File: config.mk
export PLATFORM = sky130hd
export DESIGN_NAME = ma_stage
export DESIGN_NICKNAME = d
export VERILOG_FILES = /design/src/rtl/ma_stage.sv
export SDC_FILE = /design/constraint.sdc
export NUM_CORES = 1
export LEC_CHECK = 0
export BUFFER_PORTS_ARGS = -buffer_cell sky130_fd_sc_hd__buf_2
export CORE_ASPECT_RATIO = 1.4
export CORE_UTILIZATION = 30
export DETAILED_ROUTE_END_ITERATION = 6
export GPL_TIMING_DRIVEN = 0
export SETUP_SLACK_MARGIN = 0.05
export SLEW_MARGIN = 20
export SYNTH_ARGS = -nofsm -noshare
export SYNTH_HDL_FRONTEND = slang
export SYNTH_SLANG_ARGS = --single-unit
File: constraint.sdc
create_clock -name clk -period 2.7 [get_ports clk]
set_clock_uncertainty 0.2 [all_clocks]
set_input_delay 0.135 -clock clk [delete_from_list [all_inputs] [get_ports clk]]
set_output_delay 0.135 -clock clk [all_outputs]
set_load 0.02 [all_outputs]
File: src/rtl/ma_stage.sv
// Memory-access stage of the SimpleRISC pipeline.
// Issues ld/st over a request/acknowledge data port, stalls upstream until the
// access finishes (or times out) and registers results toward MA/RW.
module ma_stage #(
    parameter int          TIMEOUT_CYCLES = 16,
    parameter logic [4:0]  OP_LD          = 5'b01110,
    parameter logic [4:0]  OP_ST          = 5'b01111,
    parameter logic [31:0] NOP_INST       = 32'h68000000
) (
    input  logic        clk,
    input  logic        rst_n,
    input  logic [31:0] Result_In,
    input  logic [31:0] Inst_In,
    input  logic [31:0] Operand_B_In,
    input  logic [31:0] mem_rdata,
    input  logic        mem_ack,
    output logic        mem_req,
    output logic        mem_we,
    output logic [31:0] mem_addr,
    output logic [31:0] mem_wdata,
    output logic        Stall_Out,
    output logic [31:0] Result_Out,
    output logic [31:0] Ld_Result_Out,
    output logic [31:0] Inst_Out,
    output logic        Mem_Err_Out
);

    // Counter is wide enough to hold TIMEOUT_CYCLES-1 even for tiny timeouts.
    localparam int CW = $clog2(TIMEOUT_CYCLES + 1);

    typedef enum logic [1:0] {
        S_IDLE = 2'd0,
        S_REQ  = 2'd1,
        S_DONE = 2'd2
    } state_t;

    state_t          r_state;
    logic [CW-1:0]   r_cnt;
    logic            r_req;
    logic            r_we;
    logic [31:0]     r_addr;
    logic [31:0]     r_wdata;
    logic [31:0]     r_ld_buf;
    logic [31:0]     r_result;
    logic [31:0]     r_ld_result;
    logic [31:0]     r_inst;
    logic            r_err;

    logic [4:0]      w_opcode;
    logic            w_mem_op;
    logic            w_misaligned;
    logic            w_start;
    logic            w_timeout;

    assign w_opcode     = Inst_In[31:27];
    assign w_mem_op     = (w_opcode == OP_LD) || (w_opcode == OP_ST);
    assign w_misaligned = w_mem_op && (Result_In[1:0] != 2'b00);
    // A well-formed memory op in IDLE must stall already in its first cycle,
    // otherwise upstream would advance before the request is even issued.
    assign w_start      = (r_state == S_IDLE) && w_mem_op && !w_misaligned;
    assign w_timeout    = (r_cnt == CW'(TIMEOUT_CYCLES - 1));
    assign Stall_Out    = w_start || (r_state == S_REQ);

    assign mem_req       = r_req;
    assign mem_we        = r_we;
    assign mem_addr      = r_addr;
    assign mem_wdata     = r_wdata;
    assign Result_Out    = r_result;
    assign Ld_Result_Out = r_ld_result;
    assign Inst_Out      = r_inst;
    assign Mem_Err_Out   = r_err;

    // Access FSM together with the memory-port and MA/RW output registers.
    always_ff @(posedge clk or negedge rst_n) begin
        if (!rst_n) begin
            r_state     <= S_IDLE;
            r_cnt       <= '0;
            r_req       <= 1'b0;
            r_we        <= 1'b0;
            r_addr      <= 32'd0;
            r_wdata     <= 32'd0;
            r_ld_buf    <= 32'd0;
            r_result    <= 32'd0;
            r_ld_result <= 32'd0;
            r_inst      <= 32'd0;
            r_err       <= 1'b0;
        end else begin
            case (r_state)
                S_IDLE: begin
                    if (w_start) begin
                        r_addr      <= Result_In;
                        r_wdata     <= Operand_B_In;
                        r_we        <= (w_opcode == OP_ST);
                        r_req       <= 1'b1;
                        r_cnt       <= '0;
                        r_state     <= S_REQ;
                        r_result    <= 32'd0;
                        r_ld_result <= 32'd0;
                        r_inst      <= NOP_INST;
                    end else begin
                        // Non-memory or misaligned: pass straight through.
                        r_result    <= Result_In;
                        r_inst      <= Inst_In;
                        r_ld_result <= 32'd0;
                        if (w_misaligned) begin
                            r_err <= 1'b1;
                        end
                    end
                end
                S_REQ: begin
                    r_result    <= 32'd0;
                    r_ld_result <= 32'd0;
                    r_inst      <= NOP_INST;
                    // Ack is checked first so a last-cycle ack still succeeds.
                    if (mem_ack) begin
                        r_ld_buf <= r_we ? 32'd0 : mem_rdata;
                        r_req    <= 1'b0;
                        r_state  <= S_DONE;
                    end else if (w_timeout) begin
                        r_ld_buf <= 32'd0;
                        r_req    <= 1'b0;
                        r_err    <= 1'b1;
                        r_state  <= S_DONE;
                    end else begin
                        r_cnt <= r_cnt + 1'b1;
                    end
                end
                S_DONE: begin
                    // Upstream advances on this same edge; the held inputs
                    // still describe the completed instruction.
                    r_result    <= Result_In;
                    r_inst      <= Inst_In;
                    r_ld_result <= r_ld_buf;
                    r_state     <= S_IDLE;
                end
                default: begin
                    r_state <= S_IDLE;
                end
            endcase
        end
    end

endmodule

# --- After elaboration in Yosys (flattened, before gate mapping) ---
# Cells that the tools add are included.
classes:
  addsub: 1
  eq_ne: 12
  muxes: 25
  n_reduce_logical: 19
ops:
  columns: ["op", "n"]
  rows:
  - ["one-hot mux 32 bit (3 select lines)", 2]
  - ["two-way mux 32 bit", 5]
  - ["one-hot mux 32 bit (2 select lines)", 1]
  - ["== test 5 x 4 -> 1 bit, second input constant", 3]
  - ["two-way mux 5 bit", 3]
  - ["!= test 2 bit, second input constant", 6]
  - ["one-hot mux 5 bit (2 select lines)", 1]
  - ["nonzero test 2 bit", 4]
  - ["two-way mux 1 bit", 7]
  - ["two-way mux 2 bit", 3]
  - ["AND reduction 2 bit", 3]
  - ["adder 5 x 1 -> 5 bit, second input constant", 1]
  - ["AND reduction 5 bit", 1]
  - ["one-hot mux 1 bit (2 select lines)", 2]
  - ["one-hot mux 2 bit (2 select lines)", 1]
  - ["AND reduction 4 bit", 1]
  - ["logical AND 1 bit", 3]
  - ["!= test 3 bit, second input constant", 1]
  - ["AND reduction 3 bit", 1]
  - ["nonzero test 3 bit", 1]
  - ["== test 2 x 1 -> 1 bit, second input constant", 1]
  - ["== test 2 bit, second input constant", 1]
  - ["logical NOT 2 bit", 1]
  - ["logical OR 1 bit", 2]
  - ["other kinds (2)", 2]
totals:
  regBits: 202
  in_bits: 131
  out_inout_bits: 164
  word_cells: 68

# --- Logic depth before layout (Yosys ltp) ---
# Gate-level depths: netlist of the first run.
logic_depth:
  ltp_word: 7
  depth_mapped: 8
  ltp_nobuf: 7

# --- Worst setup path before layout of the first run ---
# No wires, ideal clock.
synth_path:
  kind: "reg2reg"
  from: "reg r_cnt[0]"
  to: "reg r_cnt[3]"
  setup_time_ps: 69
  arrival_time_ps: 2013
  path_slack_ps: 418
  stages_incl_launch_ff: 8
  path_buffers: 0
  synth_period_minus_slack_ps: 2282
  cell_sequence: "dfrtp_1 ha_1 and3_1 ha_1 o21ai_2 nand4_1 or4b_2 nand3_1"
synth_via:
  elab_chain_len: 4
  word_cells_on_any_way: 7
  cone_classes: "add/sub: 1; eq/ne: 2; mux: 3; reduce/logical: 1"
synth_lines:
  columns: ["element", "line_no", "source"]
  rows:
  - ["start, declared", "38", "logic [CW-1:0] r_cnt;"]
  - ["start signal, assigned", "125", "r_cnt <= r_cnt + 1'b1;"]
  - ["adder 5 x 1 -> 5 bit", "125", null]
  - ["two-way mux 5 bit", "119", "end else if (w_timeout) begin"]
  - ["two-way mux 5 bit", "115", "if (mem_ack) begin"]
  - ["one-hot mux 5 bit (2 select lines)", "88", "case (r_state)"]
# Parallel ways exist; a longest one is shown, timed or not. The select of a mux whose other input is x is not followed.
# A chain may end at the register's enable or synchronous reset.

# --- Worst setup path in the final report of the first run ---
layout_path:
  from: "reg r_state[0]"
  to: "reg r_result[24] (netlist: Result_Out[24])"
layout_via:
  elab_chain_len: 5
  word_cells_on_any_way: 8
  cone_classes: "eq/ne: 2; mux: 2; reduce/logical: 4"
layout_lines:
  columns: ["element", "line_no", "source"]
  rows:
  - ["start, declared", "37", "state_t r_state;"]
  - ["start signal, assigned", "76", "r_state <= S_IDLE;"]
  - ["start signal, assigned", "96", "r_state <= S_REQ;"]
  - ["start signal, assigned", "118", "r_state <= S_DONE;"]
  - ["logical NOT 2 bit", "60, 88", null]
  - ["logical AND 1 bit (2 in a row)", "60", "assign w_start = (r_state == S_IDLE) && w_mem_op && !w_misaligned;"]
  - ["two-way mux 32 bit", "90", "if (w_start) begin"]
  - ["one-hot mux 32 bit (3 select lines)", "88", null]
  - ["end signal, assigned", "102", "r_result <= Result_In;"]
  - ["end signal, assigned", "131", "r_result <= Result_In;"]
  - ["end, declared", "44", "logic [31:0] r_result;"]
# Parallel ways exist; a longest one is shown, timed or not.

==> results of run 1 <==
worst max-delay path: cells and delay by family, from the launching register on:
family	cells	cell delay, ps
adder cells (fa/ha/maj)	1	140
flip-flops	1	420
AO/OA/AOI/OAI	1	160
AND/OR/NAND/NOR	2	650
buffers and inverters	4	850
kinds of logic after synthesis:
group / share of synthesized area (%)
flip-flops: 65.8
adder cells (fa/ha/maj): 0.977
AND/OR/NAND/NOR: 16.1
AO/OA/AOI/OAI: 14.2
buffers and inverters: 2.90
layer usage:
layer	GRT usage, %	vias to the layer above	part of all wire [%]
met4	9.09	0	4.4
met5	0	-	0
met2	33.6	238	51
li1	-	3298	-
met1	21.5	3332	39
met3	3.18	61	5.3
metrics by stage:
stage | util, % | setup slack (ps) | setup TNS (ps)
2_1_floorplan | - | 418 | 0
3_3_place_gp | 38.3 | -2270 | -451970
3_5_place_dp | 38.6 | 16.9 | 0
4_1_cts | 47.0 | 4.97 | 0
5_1_grt | 47.1 | 32.2 | 0
6_report | 47.1 | 181 | 0
registers in the layout, summed over array words and instances, names as in the netlist:
| name | count |
|---|---|
| Mem_Err_Out | 1 |
| Ld_Result_Out | 32 |
| Result_Out | 32 |
| r_state | 2 |
| mem_addr | 32 |
| r_cnt | 5 |
| Inst_Out | 32 |
| mem_we | 1 |
| r_ld_buf | 32 |
| mem_req | 1 |
| mem_wdata | 32 |
how the worst max path moves through the flow:
stage | endpoint | slack (ps)
3_3_place_gp | mem_wdata[28] | -2270
2_1_floorplan | r_cnt[3] | 420
5_1_grt | Stall_Out | 30
6_report | Result_Out[24] | 180
4_1_cts | Stall_Out | 5
3_5_place_dp | Inst_Out[31] | 20
power by group:
group          leakage, nW  total, mW  switching, mW  internal [mW]
clock network        0.360       3.07           1.22           1.85
logic                 3.24       3.21           1.97           1.24
registers             2.61       4.30          0.451           3.85
total                 6.22       10.6           3.64           6.93
cell type report:
type                    count  share of cell area (%)
inverters                   3                  0.0959
repair buffers            432                    24.7
clock inverters             7                   0.746
plain buffers              47                    1.81
well taps                 315                    3.36
multi-input cells         453                    20.7
flip-flops and latches    202                    43.0
clock buffers              30                    5.47
diodes                      2                  0.0426
cells in the final DEF (no fill, tap or decap), types with 2 or more instances in the layout:
cell type,synthesis,final
clkinv_2,0,4
and3_1,4,4
buf_1,3,3
and2_1,2,2
a22o_1,90,90
a21oi_1,3,3
clkbuf_16,0,23
a22oi_1,2,2
clkbuf_2,0,2
diode_2,0,2
nor4b_1,2,2
nor3_1,3,3
buf_4,1,2
dlygate4sd3_1,0,134
o21ai_0,40,40
clkbuf_1,32,32
buf_6,2,2
a311o_1,2,2
dfrtp_1,202,202
nor2_1,6,5
clkbuf_8,0,4
buf_2,10,302
nand2b_1,4,4
nand2_1,264,264
nand3_1,7,6
buf_16,0,2
ha_1,6,5
bufinv_16,0,2
inv_1,3,3
repair_timing:
action | CTS | global route
buffers inserted | 0 | 1
pin swaps | 0 | 1
endpoints found under the setup margin | 12 | 71
cloned | 0 | 0
hold buffers | 135 | 0
hold endpoints to repair | 285 | 0
gates resized for setup | 2 | 7
==> results.py, run 1 <==
metrics = {
    "status": {
        "status": "complete, no violations",
    },
    "floorplan": {
        "initial_core_util_pct": 30.8,
        "dieArea_um2": 26300,
        "io_pins": 295,
        "die_w_um": 137,
        "core-area_um2": 24900,
        "chipHeight_um": 191,
        "core.rowCount": 68,
    },
    "global_routing": {
        "antenna_found_initial": 2,
        "grt_pass1_wl_mm": 38.2,
        "grtUsageTotal_pct": 18.8,
        "grt_max_degree": 86,
        "grt_overflow": 0,
        "grt_pass1_vias": 7165,
    },
    "place": {
        "placed_cell_area_um2": 9620,
        "place.gp.congestion": 0.752,
        "dp_cells": 1317,
        "portBuffers": 294,
        "post-dp-hpwl_mm": 17.1,
    },
    "timing": {
        "setup_viol": 0,
        "clock.fmax_ghz": 0.397,
        "period_needed_ps": 2520,
        "whs_ps": 156,
        "grt_setup_unrepaired": "yes",
        "worst_pin_slew_ps": 650,
        "hold_violations": 0,
        "slew_violations": 0,
        "period_share_pct": 93.3,
        "max_slew_margin_pct": 56.6,
    },
    "critical_path": {
        "path_max_fanout": 10,
        "path_class": "reg2reg",
        "critPathCaptureType": "flip-flop",
        "cp.arrival_ps": 2750,
        "cp-start-kind": "flip-flop",
        "r2r_slack_ps": 180,
        "r2r-start": "r_state[0]",
        "critPathRequiredTime_ps": 2930,
        "max_stage_delay_ps": 420,
        "slowest_stage": "dfrtp_1",
        "cp-startpoint": "r_state[0]",
        "path_cells": "inv_1, ha_1, clkbuf_1, nand2b_1, nor3b_4, buf_4, buf_6, a22o_1",
        "r2r_end": "Result_Out[24]",
        "r2r_cells": 8,
    },
    "route": {
        "wire_per_inst_um": 16.7,
        "dr.first_iter.drc_count": 248,
        "vias_per_cell": 4.65,
        "route.antenna.remaining_nets": 0,
        "drt_wl_total_mm": 24.9,
        "num_vias": 6929,
        "firstDrtPassIters": 4,
        "drc_errors": 0,
    },
    "hold_path": {
        "hold_path.startpoint": "Operand_B_In[2]",
        "hold_class": "in2reg",
        "whs_path_depth": 4,
        "hold_path_end": "mem_wdata[2]",
    },
    "clock_tree": {
        "cts_root_buffer": "clkbuf_16",
        "numCtsBuffers": 22,
        "clk-insertion-delay-late_ps": 510,
        "ctsLongestPathBuffers": 3,
        "cts.sinks": 202,
        "clk_pin_slew_ps": 60,
        "cts_htree_levels": 1,
        "cts_tree": "yes",
    },
    "yosys": {
        "syn_area_um2": 7680,
        "ys_top_cells_by_count": "264 x nand2_1, 202 x dfrtp_1, 90 x a22o_1",
        "synthArstFlopShare_pct": 100,
        "synth_area_leader_cell": "dfrtp_1",
        "ys_seq_elements": 202,
        "syn-num-nets": 843,
        "yosysMostFrequentCell": "nand2_1",
        "ys.flop_type": "dfrtp_1",
        "syn-instance-count": 706,
        "avgSynthCellArea_um2": 10.9,
        "ys_warn_count": 0,
        "synthTopCellsByArea": "dfrtp_1 66%, nand2_1 13%, a22o_1 10%",
        "synth_cell_types": 39,
        "synth.top_cell.area_share_pct": 65.8,
        "synth_edf_count": 0,
        "synth-seq-area-share_pct": 65.8,
    },
    "final_layout": {
        "drive_gt1_share_pct": 30.2,
        "final_nets": 1298,
        "areaGrowthSynthToFinish_pct": 52.8,
        "stdcell_count": 1491,
        "multi_input_area_um2": 2430,
        "fin_area_um2": 11700,
        "fillers": 2301,
        "seqCellArea_um2": 5050,
    },
    "power_and_ir_drop": {
        "powerDensity_nw_per_um2": 901,
        "p_total_mw": 10.6,
        "leakagePower_nw": 6.22,
        "ir_drop_uv": 625,
    },
    "job": {
        "maxCapViolCount": 0,
    },
}
Power figures use the tool's default switching activity.
==> run 2: changes to the inputs <==
ABC_AREA = 1   (was default)
==> run 2 against run 1 <==
- sequential cell count unchanged
- total power down 13%
- count of clock-buffer cells in the layout grew 3
- non-clock buffer count is 7 higher
- worst setup slack gained 120 ps
- die area rose by 8.6%
- sequential power shrank 8.1%
- critical path depth did not move
- final cell count up 20%
- largest power group unchanged
==> results.py, run 2 <==
metrics = {
    "status": {
        "status": "complete, no violations",
    },
    "power_and_ir_drop": {
        "seq_power_share_pct": 42.8,
        "p_int_mw": 6.18,
        "p_sw_share_pct": 32.9,
        "p_switching_mw": 3.04,
        "powerDensity_nw_per_um2": 745,
        "p_comb_share_pct": 25.9,
        "leakagePower_nw": 6.85,
        "ir_drop_uv": 492,
        "p_total_mw": 9.22,
        "clockPowerShare_pct": 31.3,
    },
    "yosys": {
        "syn-instance-count": 951,
        "ys_seq_elements": 202,
        "syn-num-nets": 1088,
        "synth_cell_types": 26,
        "ys_warn_count": 0,
        "synth-seq-area-share_pct": 60.5,
        "ys_top_cells_by_count": "317 x nand2_1, 202 x dfrtp_1, 116 x inv_1",
        "avgSynthCellArea_um2": 8.78,
        "synth.top_cell.area_share_pct": 60.5,
        "syn_area_um2": 8350,
        "synthTopCellsByArea": "dfrtp_1 61%, nand2_1 14%, nand3_1 6.1%",
        "ys.flop_type": "dfrtp_1",
        "synth_edf_count": 0,
        "synthArstFlopShare_pct": 100,
        "yosysMostFrequentCell": "nand2_1",
        "synth_area_leader_cell": "dfrtp_1",
    },
    "route": {
        "drt_wl_total_mm": 26.1,
        "vias_per_cell": 4.35,
        "dr.first_iter.drc_count": 277,
        "firstDrtPassIters": 5,
        "wire_per_inst_um": 14.6,
        "num_vias": 7768,
        "drc_errors": 0,
        "route.antenna.remaining_nets": 0,
    },
    "timing": {
        "hold_violations": 0,
        "worst_pin_slew_ps": 663,
        "tns_ps": 0,
        "period_needed_ps": 2400,
        "setup_viol": 0,
        "slew_violations": 0,
        "grt_setup_unrepaired": "no",
        "setup_slack_ps": 297,
        "period_share_pct": 89.0,
        "whs_ps": 157,
        "max_slew_margin_pct": 55.8,
        "clock.fmax_ghz": 0.416,
    },
    "critical_path": {
        "path_cells": "ha_1, nand2_1, nor2_1, ha_1, inv_1, a21oi_2, o22ai_1, dlygate4sd3_1",
        "cp_common_cell": "ha_1",
        "slowest_stage": "dlygate4sd3_1",
        "cp-start-kind": "flip-flop",
        "r2r_cells": 8,
        "cp.arrival_ps": 2590,
        "r2r-start": "r_cnt[0]",
        "path_max_fanout": 7,
        "max_stage_delay_ps": 580,
        "critPathCaptureType": "flip-flop",
        "r2r_end": "r_ld_buf[31]",
        "critPathRequiredTime_ps": 2890,
        "path_class": "reg2reg",
        "r2r_slack_ps": 300,
    },
    "hold_path": {
        "hold_class": "in2reg",
        "hold_path_end": "mem_wdata[13]",
        "hold_path.startpoint": "Operand_B_In[13]",
        "whs_path_depth": 4,
    },
    "place": {
        "place.gp.congestion": 0.776,
        "dp_slack_ps": 481,
        "dp_cells": 1612,
        "portBuffers": 294,
        "post-dp-hpwl_mm": 18.4,
        "placed_cell_area_um2": 10300,
    },
    "global_routing": {
        "grt_overflow": 0,
        "grt_max_degree": 72,
        "antenna_found_initial": 1,
        "grt_pass1_vias": 8003,
        "grt_pass1_wl_mm": 41.1,
        "grtUsageTotal_pct": 18.3,
    },
    "final_layout": {
        "final_nets": 1541,
        "final_common_cell": "nand2_1",
        "final_core_util_pct": 45.7,
        "drive_gt1_share_pct": 26.1,
        "fin_area_um2": 12400,
        "areaGrowthSynthToFinish_pct": 48.1,
        "layout_common_cells": "317 x nand2_1, 316 x buf_2, 202 x dfrtp_1",
        "stdcell_count": 1786,
    },
    "job": {
        "maxCapViolCount": 0,
    },
    "clock_tree": {
        "post_cts_buffers": 0,
        "clk-insertion-delay-late_ps": 500,
        "cts_htree_levels": 1,
        "cts-resized-gates": 0,
        "cts_root_buffer": "clkbuf_16",
        "ctsLongestPathBuffers": 3,
        "cts.sinks": 202,
        "cts_tree": "yes",
        "numCtsBuffers": 22,
        "clk_pin_slew_ps": 60,
    },
    "floorplan": {
        "initial_core_util_pct": 30.8,
        "die_w_um": 143,
        "chipHeight_um": 199,
        "dieArea_um2": 28500,
        "core.rowCount": 71,
        "io_pins": 295,
        "core-area_um2": 27100,
    },
}
-- run 2: cell count changes after synthesis, moves of 14 or more --
cell     delta
inv_1     +113
nand3_1    +95
o22ai_1    +32
buf_2      +14
nor2_1     +34
a22o_1     -90
o21ai_1    +34
o21ai_0    -14
nand2_1    +53
-- run 2: kinds of logic (layout without fill, tap and decap cells) --
kind of cell    after synthesis  count (layout)  synth area share, %
compound gates               99              99                 6.56
flops                       202             202                 60.5
fa+ha+maj                     6               6                0.899
buf+inv                     175             644                 8.75
simple gates                469             469                 23.3
other cells                   0               1                    0
-- run 2: layout make-up --
type / instances / area (µm²)
diodes: 1 / 2.50
plain buffers: 56 / 283
clock buffers: 33 / 653
clock inverters: 7 / 35.0
fillers: 2658 / 14700
inverters: 118 / 443
multi-input cells: 574 / 2560
flip-flops and latches: 202 / 5050
well taps: 365 / 457
repair buffers: 430 / 2880
-- run 2: worst max-delay path by stage --
| stage | endpoint | slack [ps] | start | depth (start not counted) |
|---|---|---|---|---|
| global placement | Ld_Result_Out[19] | -2240 | rst_n | 1 |
| finish | r_ld_buf[31] | 300 | r_cnt[0] | 8 |
| CTS | Stall_Out | 100 | r_state[0] | 8 |
| floorplan | Inst_Out[5] | 930 | r_state[0] | 8 |
| global route | r_ld_buf[31] | 90 | r_cnt[0] | 8 |
| detailed placement | Inst_Out[26] | 480 | r_state[0] | 8 |
-- run 2: what timing repair did --
| action | CTS | global route |
|---|---|---|
| endpoints found under the setup margin | 0 | 1 |
| hold endpoints to repair | 370 | 0 |
| hold buffers | 134 | 0 |
-- run 2: power by group through the flow --
stage          Clock (mW)  Combinational (mW)  Sequential (mW)
2_1_floorplan           0               0.738             4.55
6_report             2.88                2.39             3.95
5_1_grt              3.10                2.64             4.02
3_3_place_gp            0                2.21             3.97
4_1_cts              2.97                2.42             3.95
3_5_place_dp            0                2.25             3.99
-- run 2: worst max-delay path: cells and delay by family, from the launching register on --
| kind | cells | cell delay (ps) |
|---|---|---|
| adder cells (fa/ha/maj) | 2 | 340 |
| AO/OA/AOI/OAI | 2 | 510 |
| AND/OR/NAND/NOR | 2 | 160 |
| flip-flops | 1 | 420 |
| buffers and inverters | 2 | 640 |
-- run 2: metal layers --
| layer | vias up | track usage, % | share of wire (%) |
|---|---|---|---|
| met5 | - | 0 | 0 |
| met1 | 3622 | 21.7 | 40 |
| met3 | 65 | 3.52 | 5.5 |
| met2 | 210 | 32.2 | 51 |
| met4 | 0 | 7.29 | 3.4 |
| li1 | 3871 | - | - |
